[src/rtl/uart_pkg.sv]
// Shared UART definitions: 8N1 frame constants and FSM state encodings.
package uart_pkg;

  localparam int unsigned DataBits = 8;
  localparam int unsigned StopBits = 1;

  typedef enum logic [1:0] {
    StIdle  = 2'd0,
    StStart = 2'd1,
    StData  = 2'd2,
    StStop  = 2'd3
  } uart_state_e;

endpackage

[src/rtl/baud_cnt.sv]
// Bit-period counter: counts 0..DIV-1 while enabled and wraps to 0.
module baud_cnt #(
  parameter int unsigned DIV  = 434,
  parameter int unsigned DIVW = 9
) (
  input  logic            clk_i,
  input  logic            rst_ni,
  input  logic            clr_i,
  input  logic            en_i,
  output logic [DIVW-1:0] cnt_o
);

  localparam logic [DIVW-1:0] LastCnt = DIVW'(DIV - 1);

  logic [DIVW-1:0] cnt_q, cnt_d;

  always_comb begin
    cnt_d = cnt_q;
    if (clr_i) begin
      cnt_d = '0;
    end else if (en_i) begin
      cnt_d = (cnt_q == LastCnt) ? '0 : cnt_q + DIVW'(1);
    end
  end

  always_ff @(posedge clk_i or negedge rst_ni) begin
    if (!rst_ni) begin
      cnt_q <= '0;
    end else begin
      cnt_q <= cnt_d;
    end
  end

  assign cnt_o = cnt_q;

endmodule

[src/rtl/uart_rx.sv]
// 8N1 UART receiver: synchronizes RXD, samples mid-bit, reports good bytes or framing errors.
module uart_rx
  import uart_pkg::*;
#(
  parameter int unsigned DIV  = 434,
  parameter int unsigned DIVW = 9
) (
  input  logic       CLK,
  input  logic       RST,
  input  logic       RXD,
  output logic [7:0] DATA,
  output logic       VALID,
  output logic       FERR,
  output logic       BUSY
);

  localparam logic [DIVW-1:0] HalfCnt = DIVW'(DIV / 2 - 1);
  localparam logic [DIVW-1:0] LastCnt = DIVW'(DIV - 1);
  localparam logic [2:0]      LastIdx = 3'(DataBits - 1);

  uart_state_e         state_q, state_d;
  logic [2:0]          idx_q, idx_d;
  logic [DataBits-1:0] shift_q, shift_d;
  logic [7:0]          data_q, data_d;
  logic                valid_q, valid_d;
  logic                ferr_q, ferr_d;
  logic                sync1_q, sync2_q, hist_q;
  logic [DIVW-1:0]     cnt;
  logic                cnt_clr;

  baud_cnt #(
    .DIV  (DIV),
    .DIVW (DIVW)
  ) u_baud_cnt (
    .clk_i  (CLK),
    .rst_ni (RST),
    .clr_i  (cnt_clr),
    .en_i   (state_q != StIdle),
    .cnt_o  (cnt)
  );

  always_comb begin
    state_d = state_q;
    idx_d   = idx_q;
    shift_d = shift_q;
    data_d  = data_q;
    valid_d = 1'b0;
    ferr_d  = 1'b0;
    cnt_clr = 1'b0;
    unique case (state_q)
      StIdle: begin
        // Only a high-to-low transition starts a frame; a line stuck low never does.
        if (hist_q && !sync2_q) begin
          cnt_clr = 1'b1;
          state_d = StStart;
        end
      end
      StStart: begin
        if (cnt == HalfCnt) begin
          if (sync2_q) begin
            state_d = StIdle;
          end else begin
            cnt_clr = 1'b1;
            idx_d   = '0;
            state_d = StData;
          end
        end
      end
      StData: begin
        if (cnt == LastCnt) begin
          shift_d = {sync2_q, shift_q[DataBits-1:1]};
          cnt_clr = 1'b1;
          idx_d   = idx_q + 3'd1;
          if (idx_q == LastIdx) begin
            state_d = StStop;
          end
        end
      end
      StStop: begin
        if (cnt == LastCnt) begin
          cnt_clr = 1'b1;
          state_d = StIdle;
          if (sync2_q) begin
            data_d  = shift_q;
            valid_d = 1'b1;
          end else begin
            ferr_d = 1'b1;
          end
        end
      end
      default: state_d = StIdle;
    endcase
  end

  always_ff @(posedge CLK or negedge RST) begin
    if (!RST) begin
      state_q <= StIdle;
      idx_q   <= '0;
      shift_q <= '0;
      data_q  <= '0;
      valid_q <= 1'b0;
      ferr_q  <= 1'b0;
      sync1_q <= 1'b1;
      sync2_q <= 1'b1;
      hist_q  <= 1'b1;
    end else begin
      state_q <= state_d;
      idx_q   <= idx_d;
      shift_q <= shift_d;
      data_q  <= data_d;
      valid_q <= valid_d;
      ferr_q  <= ferr_d;
      sync1_q <= RXD;
      sync2_q <= sync1_q;
      hist_q  <= sync2_q;
    end
  end

  assign DATA  = data_q;
  assign VALID = valid_q;
  assign FERR  = ferr_q;
  assign BUSY  = (state_q != StIdle);

endmodule

[config.mk]
export PLATFORM = sky130hd
export DESIGN_NAME = uart_rx
export DESIGN_NICKNAME = d
export VERILOG_FILES = /design/src/rtl/uart_pkg.sv /design/src/rtl/baud_cnt.sv /design/src/rtl/uart_rx.sv
export SDC_FILE = /design/constraint.sdc
export NUM_CORES = 1
export LEC_CHECK = 0
export CAP_MARGIN = 30
export CORE_MARGIN = 1.5
export CORE_UTILIZATION = 45
export CTS_CLUSTER_DIAMETER = 200
export DETAILED_ROUTE_END_ITERATION = 7
export GPL_TIMING_DRIVEN = 0
export PLACE_DENSITY = 0.73
export SLEW_MARGIN = 20
export SYNTH_ARGS = -nofsm -noshare
export SYNTH_HDL_FRONTEND = slang
export SYNTH_SLANG_ARGS = --single-unit
[constraint.sdc]
create_clock -name CLK -period 2.5 [get_ports CLK]
set_input_delay 0.625 -clock CLK [delete_from_list [all_inputs] [get_ports CLK]]
set_output_delay 0.625 -clock CLK [all_outputs]
set_load 0.005 [all_outputs]
==> results of run 1 <==
## worst register-to-register path, stage by stage (launching register included)
cell and delay [ns]:
dfrtp_1 0.42, inv_1 0.09, ha_1 0.22, nand4bb_4 0.18, nor4b_4 0.66, mux2_2 0.41
## sequential cells by signal (all words and copies together) (netlist names), named ones only
register	count
u_baud_cnt.cnt_o	9
DATA	8
shift_q	8
idx_q	3
FERR	1
VALID	1
hist_q	1
state_q	1
sync1_q	1
sync2_q	1
## power groups by stage
stage	Sequential [W]	Combinational [W]	Clock, W
global placement	0.000706	0.000175	0
finish	0.000706	0.000196	0.000499
global route	0.000716	0.000220	0.000535
detailed placement	0.000712	0.000193	0
floorplan	0.000692	0.000143	0
CTS	0.000704	0.000200	0.000513
## worst max path at each step
stage | start | end | slack, ns | depth (start not counted)
finish | flip-flop | BUSY | 0.19 | 4
global route | flip-flop | BUSY | 0.10 | 4
CTS | flip-flop | BUSY | 0.07 | 4
detailed placement | flip-flop | BUSY | 0.33 | 4
global placement | RST | VALID | 0.15 | 1
floorplan | u_baud_cnt.cnt_o[1] | shift_q[0] | 0.69 | 5
## cell type report
cell class / count / area (µm²) / share of cell area
Buffer: 2 / 16.3 / 0.00834
Multi-Input combinational cell: 87 / 708 / 0.363
Tap cell: 46 / 57.6 / 0.0295
Clock inverter: 2 / 60.1 / 0.0308
Timing Repair Buffer: 14 / 153 / 0.0783
Sequential cell: 35 / 880 / 0.451
Inverter: 9 / 33.8 / 0.0173
Clock buffer: 6 / 41.3 / 0.0212
## placed cells by master (no fill, tap or decap), types with 3 or more instances in the layout
cell type        netlist  final
a21oi_1                3      3
clkbuf_4               0      5
clkdlybuf4s50_1        0     12
dfrtp_1               32     32
dfstp_2                3      3
ha_1                   5      5
inv_1                  9      9
mux2_2                18     18
nand2_1               10     10
nor2_1                 7      6
nor3_1                 3      3
nor4_1                 3      3
o21ai_0               10     10
## logic make-up (layout without fill, tap and decap cells)
group	after synthesis	count (layout)
xor gates and xnor gates	2	2
adders and majority gates	5	5
buffers and inverters	11	33
DFF	35	35
muxes	18	18
AOI/OAI and AO/OA	24	24
and+or+nand+nor	38	38
## metrics by stage
step | worst slack, ns | util
2_1_floorplan | 0.690 | -
3_3_place_gp | 0.151 | 0.532
3_5_place_dp | 0.327 | 0.539
4_1_cts | 0.0697 | 0.569
5_1_grt | 0.104 | 0.571
6_report | 0.191 | 0.571
## timing repair
action | 4_1_cts | 5_1_grt
resized for setup | 1 | 1
hold buffers | 0 | 0
cloned | 0 | 0
endpoints found under the setup margin | 1 | 1
## cell usage after synthesis, types with 2 or more instances
master	instances
xnor2_1	2
dfstp_2	3
o211ai_1	2
mux2_2	18
nor4_1	3
nor4bb_1	2
a2bb2oi_1	2
nand2_1	10
dfrtp_1	32
ha_1	5
nand3_1	2
a22o_1	2
a21oi_1	3
o21ai_0	10
nor3_1	3
nor2_1	7
inv_1	9
## per-layer routing
metal | vias up | GRT usage | share of wire
li1 | 520 | - | -
met1 | 540 | 0.198 | 0.44
met2 | 23 | 0.274 | 0.50
met3 | 6 | 0.0536 | 0.040
met4 | 0 | 0.0734 | 0.020
met5 | - | 0 | 0
==> impl_metrics.yaml, run 1 <==
outcome:
  run_status: "completed"
timing:
  relSlewSlack: 0.510
  min_period_over_period: 0.924
  fmax_ghz: 0.433
  setup_viol_count_final: 0
  tns_ns: 0
  rsz0062_at_grt: "no"
  worst_pin_slew_ns: 0.728
  hold_viol_final: 0
  hold-worst-slack_ns: 0.167
  clock_skew_ns: 0.00719
  min_period_ns: 2.31
  maxSlewViolCount: 0
route:
  route.detailed.drc: 0
  ant_nets: 0
  drt-pass1-iter-count: 4
  wirelength_mm: 2.89
  dr.first_iter.drc_count: 24
  num_vias: 1089
  vias_per_cell: 5.42
  routedWlPerCell_um: 14.4
placement:
  hpwl_mm: 2.05
  post-place-cells: 193
  portBuffers: 13
  gp_congestion: 0.838
  placedInstanceArea_um2: 1840
floorplanning:
  start_util: 0.477
  ios: 14
  rows: 21
  die_y_um: 63.2
  die_area_um2: 3990
  die_width_um: 63.2
  core_area_um2: 3420
setup_path:
  critPathTopFamily: "buffers and inverters"
  cp_data_arrival_time_ns: 1.68
  critical_path.slowest_cell: "clkdlybuf4s50_1"
  r2r-start: "u_baud_cnt.cnt_o[1]"
  worst-endpoint-required_ns: 1.88
  path_cells: "buf_2 > nor2_4 > inv_1 > clkdlybuf4s50_1"
  reg2reg_slack_ns: 0.43
  critical-path-max-stage-delay_ns: 0.45
  rr_endpoint: "shift_q[5]"
  crit_type: "reg -> out"
  endpoint_kind: "output pin"
  ff2ff_path_depth: 5
  critPathBufInv: 3
  cp-start-kind: "flip-flop"
  critPathMaxFanout: 10
yosys:
  synth_top_area_share: 0.491
  synth_top_family_by_area: "simple AND/OR/NAND/NOR gates"
  yosys.area_share.simple: 0.163
  post_synth_mux_area_share: 0.124
  synth_compound_area_frac: 0.0929
  yosysWarnings: 0
  yosysTopAreaCell: "dfrtp_1"
  synth-adder-area-share: 0.0384
  ys_seq_elements: 35
  synth_edf_count: 0
  async_reset_ff_frac: 1.00
  synth_ff_type: "dfrtp_1"
  synth.net_count: 141
  ys_top_cells_by_area: "dfrtp_1 (49%), mux2_2 (12%), dfstp_2 (4.8%)"
  syn_area_um2: 1630
  syn_avg_cell_area_um2: 12.3
  yosysUniqueCellTypes: 35
  synth-seq-area-share: 0.540
  synth_xor_area_frac: 0.0107
  synth_cells: 133
pwr:
  p_per_area_nw_per_um2: 719
  power.switching_w: 0.000373
  ir_drop_uv: 516
  power_frac_seq: 0.504
  p_int_w: 0.00103
  comb_power_share: 0.140
  leakage_nw: 0.924
  fin_total_pwr_w: 0.00140
  p_sw_frac: 0.266
  clkPwrFrac: 0.356
job:
  cap_violations: 0
clocking:
  post_cts_buffers: 0
  htreeDepth: 2
  numCtsBuffers: 5
  clockBufferDepth: 2
  clkTransAtPathRegs_ns: 0.11
  root_buffer: "clkbuf_4"
  cts_tree: "yes"
  clkLatencyLatePin_ns: 0.34
  cts.sinks: 35
cells_and_area:
  final_nets: 162
  fill_cells: 290
  fin_area_um2: 1950
  layout.cells.non_filler: 201
  syn2layout_area_growth_pct: 19.6
  drive_above_1_share: 0.252
  n_antenna_cell: 0
grt:
  grt_pass1_wl_mm: 4.96
  grt_use_total: 0.166
  grt_pass1_vias: 1089
  antenna_found_initial: 0
  grt_start_max_net_pins: 25
  overflow: 0
hold_path:
  hp-class: "in -> async"
(Power assumes the default switching activity.)
==> run 2: changes to the inputs <==
--- a/config.mk
+++ b/config.mk
@@ -12,7 +12,9 @@
 export DETAILED_ROUTE_END_ITERATION = 7
 export GPL_TIMING_DRIVEN = 0
 export PLACE_DENSITY = 0.73
+export RECOVER_POWER = 25
 export SLEW_MARGIN = 20
 export SYNTH_ARGS = -nofsm -noshare
 export SYNTH_HDL_FRONTEND = slang
 export SYNTH_SLANG_ARGS = --single-unit
+export TNS_END_PERCENT = 10
==> constraint.sdc (replaced) <==
create_clock -name CLK -period 2.65 [get_ports CLK]
set_input_delay 0.6625 -clock CLK [delete_from_list [all_inputs] [get_ports CLK]]
set_output_delay 0.6625 -clock CLK [all_outputs]
set_load 0.005 [all_outputs]
==> impl_metrics.yaml, run 2 (synthesis gave the netlist of run 1 again) <==
outcome:
  run_status: "completed"
clocking:
  root_buffer: "clkbuf_4"
  htreeDepth: 2
  cts_tree: "yes"
  clockBufferDepth: 2
  hold_buffers: 0
  numCtsBuffers: 5
  cts.sinks: 35
  clkTransAtPathRegs_ns: 0.11
  clkLatencyLatePin_ns: 0.34
placement:
  placedInstanceArea_um2: 1840
  hpwl_mm: 2.05
  gp_congestion: 0.838
  portBuffers: 13
pwr:
  p_sw_frac: 0.267
  ir_drop_uv: 487
  comb_power_share: 0.137
  power.switching_w: 0.000352
  power_frac_seq: 0.506
  p_per_area_nw_per_um2: 687
  p_int_w: 0.000966
  clkPwrFrac: 0.357
  leakage_nw: 0.910
cells_and_area:
  largest_reg_flops: 9
  drive_above_1_share: 0.239
  n_antenna_cell: 0
  syn2layout_area_growth_pct: 17.7
  layout_common_cells: "dfrtp_1 (32), mux2_2 (18), clkdlybuf4s50_1 (12)"
  final_nets: 162
  final_common_cell: "dfrtp_1"
  fin_area_um2: 1920
timing:
  min_period_over_period: 0.924
  tns_ns: 0
  rsz0062_at_grt: "no"
  hold_viol_final: 0
  maxSlewViolCount: 0
  clock_skew_ns: 0.00715
  worst_pin_slew_ns: 1.21
  min_period_ns: 2.45
  relSlewSlack: 0.191
  fmax_ghz: 0.408
  setup_viol_count_final: 0
setup_path:
  cp-start-kind: "flip-flop"
  cp_data_arrival_time_ns: 1.79
  critPathMaxFanout: 10
  endpoint_kind: "output pin"
  crit_type: "reg -> out"
  worst-endpoint-required_ns: 1.99
grt:
  grt_start_max_net_pins: 25
  grt_pass1_wl_mm: 4.96
  grt_use_total: 0.166
  antenna_found_initial: 0
  overflow: 0
  grt_pass1_vias: 1089
floorplanning:
  die_area_um2: 3990
  rows: 21
  die_width_um: 63.2
  ios: 14
  die_y_um: 63.2
  core_area_um2: 3420
  start_util: 0.477
route:
  vias_per_cell: 5.39
  dr.first_iter.drc_count: 24
  wirelength_mm: 2.89
  drt-pass1-iter-count: 4
  routedWlPerCell_um: 14.4
  ant_nets: 0
  route.detailed.drc: 0
  num_vias: 1083
hold_path:
  hp-class: "in -> async"
job:
  cap_violations: 0
[run 2: changes by cell type in the layout (fill, tap and decap cells not counted)]
cell      before  now
clkbuf_1       1    3
buf_16         1    0
buf_2          2    1
nor2_2         0    1
nor2_4         1    0
[run 2: routing by layer]
layer	GRT usage	wire length, µm
met1	0.198	1280
met2	0.274	1450
met5	0	0
met4	0.0734	59
met3	0.0536	98
[run 2: path summary, 6_finish.rpt]
kind	start	to	slack, ns	depth (start not counted)
setup / recovery	flip-flop	BUSY	0.20	4
hold / removal	RST	idx_q[1]	0.31	1
setup reg to reg	u_baud_cnt.cnt_o[1]	shift_q[5]	0.58	5
hold reg to reg	sync1_q	sync2_q	0.36	0
max in group asynchronous	RST	u_baud_cnt.cnt_o[2]	0.82	2
min in group CLK	sync1_q	sync2_q	0.36	0
[run 2: power groups by stage]
| stage | registers, W | logic, W | clock network [W] |
|---|---|---|---|
| 5_1_grt | 0.000676 | 0.000203 | 0.000505 |
| 3_5_place_dp | 0.000672 | 0.000182 | 0 |
| 2_1_floorplan | 0.000653 | 0.000135 | 0 |
| 6_report | 0.000667 | 0.000181 | 0.000471 |
| 4_1_cts | 0.000664 | 0.000189 | 0.000484 |
| 3_3_place_gp | 0.000666 | 0.000165 | 0 |
[run 2: area by class of cell]
| cell class | count | area (µm²) |
|---|---|---|
| clock inverters | 2 | 60.1 |
| well taps | 46 | 57.6 |
| repair buffers | 14 | 128 |
| inverters | 9 | 33.8 |
| clock buffers | 6 | 41.3 |
| plain buffers | 2 | 16.3 |
| fillers | 296 | 1500 |
| flip-flops and latches | 35 | 880 |
| multi-input cells | 87 | 703 |
[run 2: through the flow]
step	total power [W]	instances	setup slack, ns	hold WS [ns]	utilization
3_5_place_dp	0.000854	193	0.439	0.351	0.539
3_3_place_gp	0.000831	192	0.263	0.346	0.532
4_1_cts	0.00134	201	0.0494	0.195	0.568
5_1_grt	0.00138	201	0.0992	0.345	0.562
2_1_floorplan	0.000788	133	0.840	0.345	-
6_report	0.00132	201	0.201	0.308	0.562
[run 2: worst max-delay path, cell delays in order, from the launching register on]
cell	delay (ns)
dfrtp_1	0.40
buf_2	0.19
nor2_2	0.28
inv_1	0.12
clkdlybuf4s50_1	0.46
[run 2: timing repair]
| action | in CTS | in global routing |
|---|---|---|
| endpoints found under the setup margin | 0 | 1 |
| setup buffers | 0 | 0 |
| resized for setup | 0 | 1 |
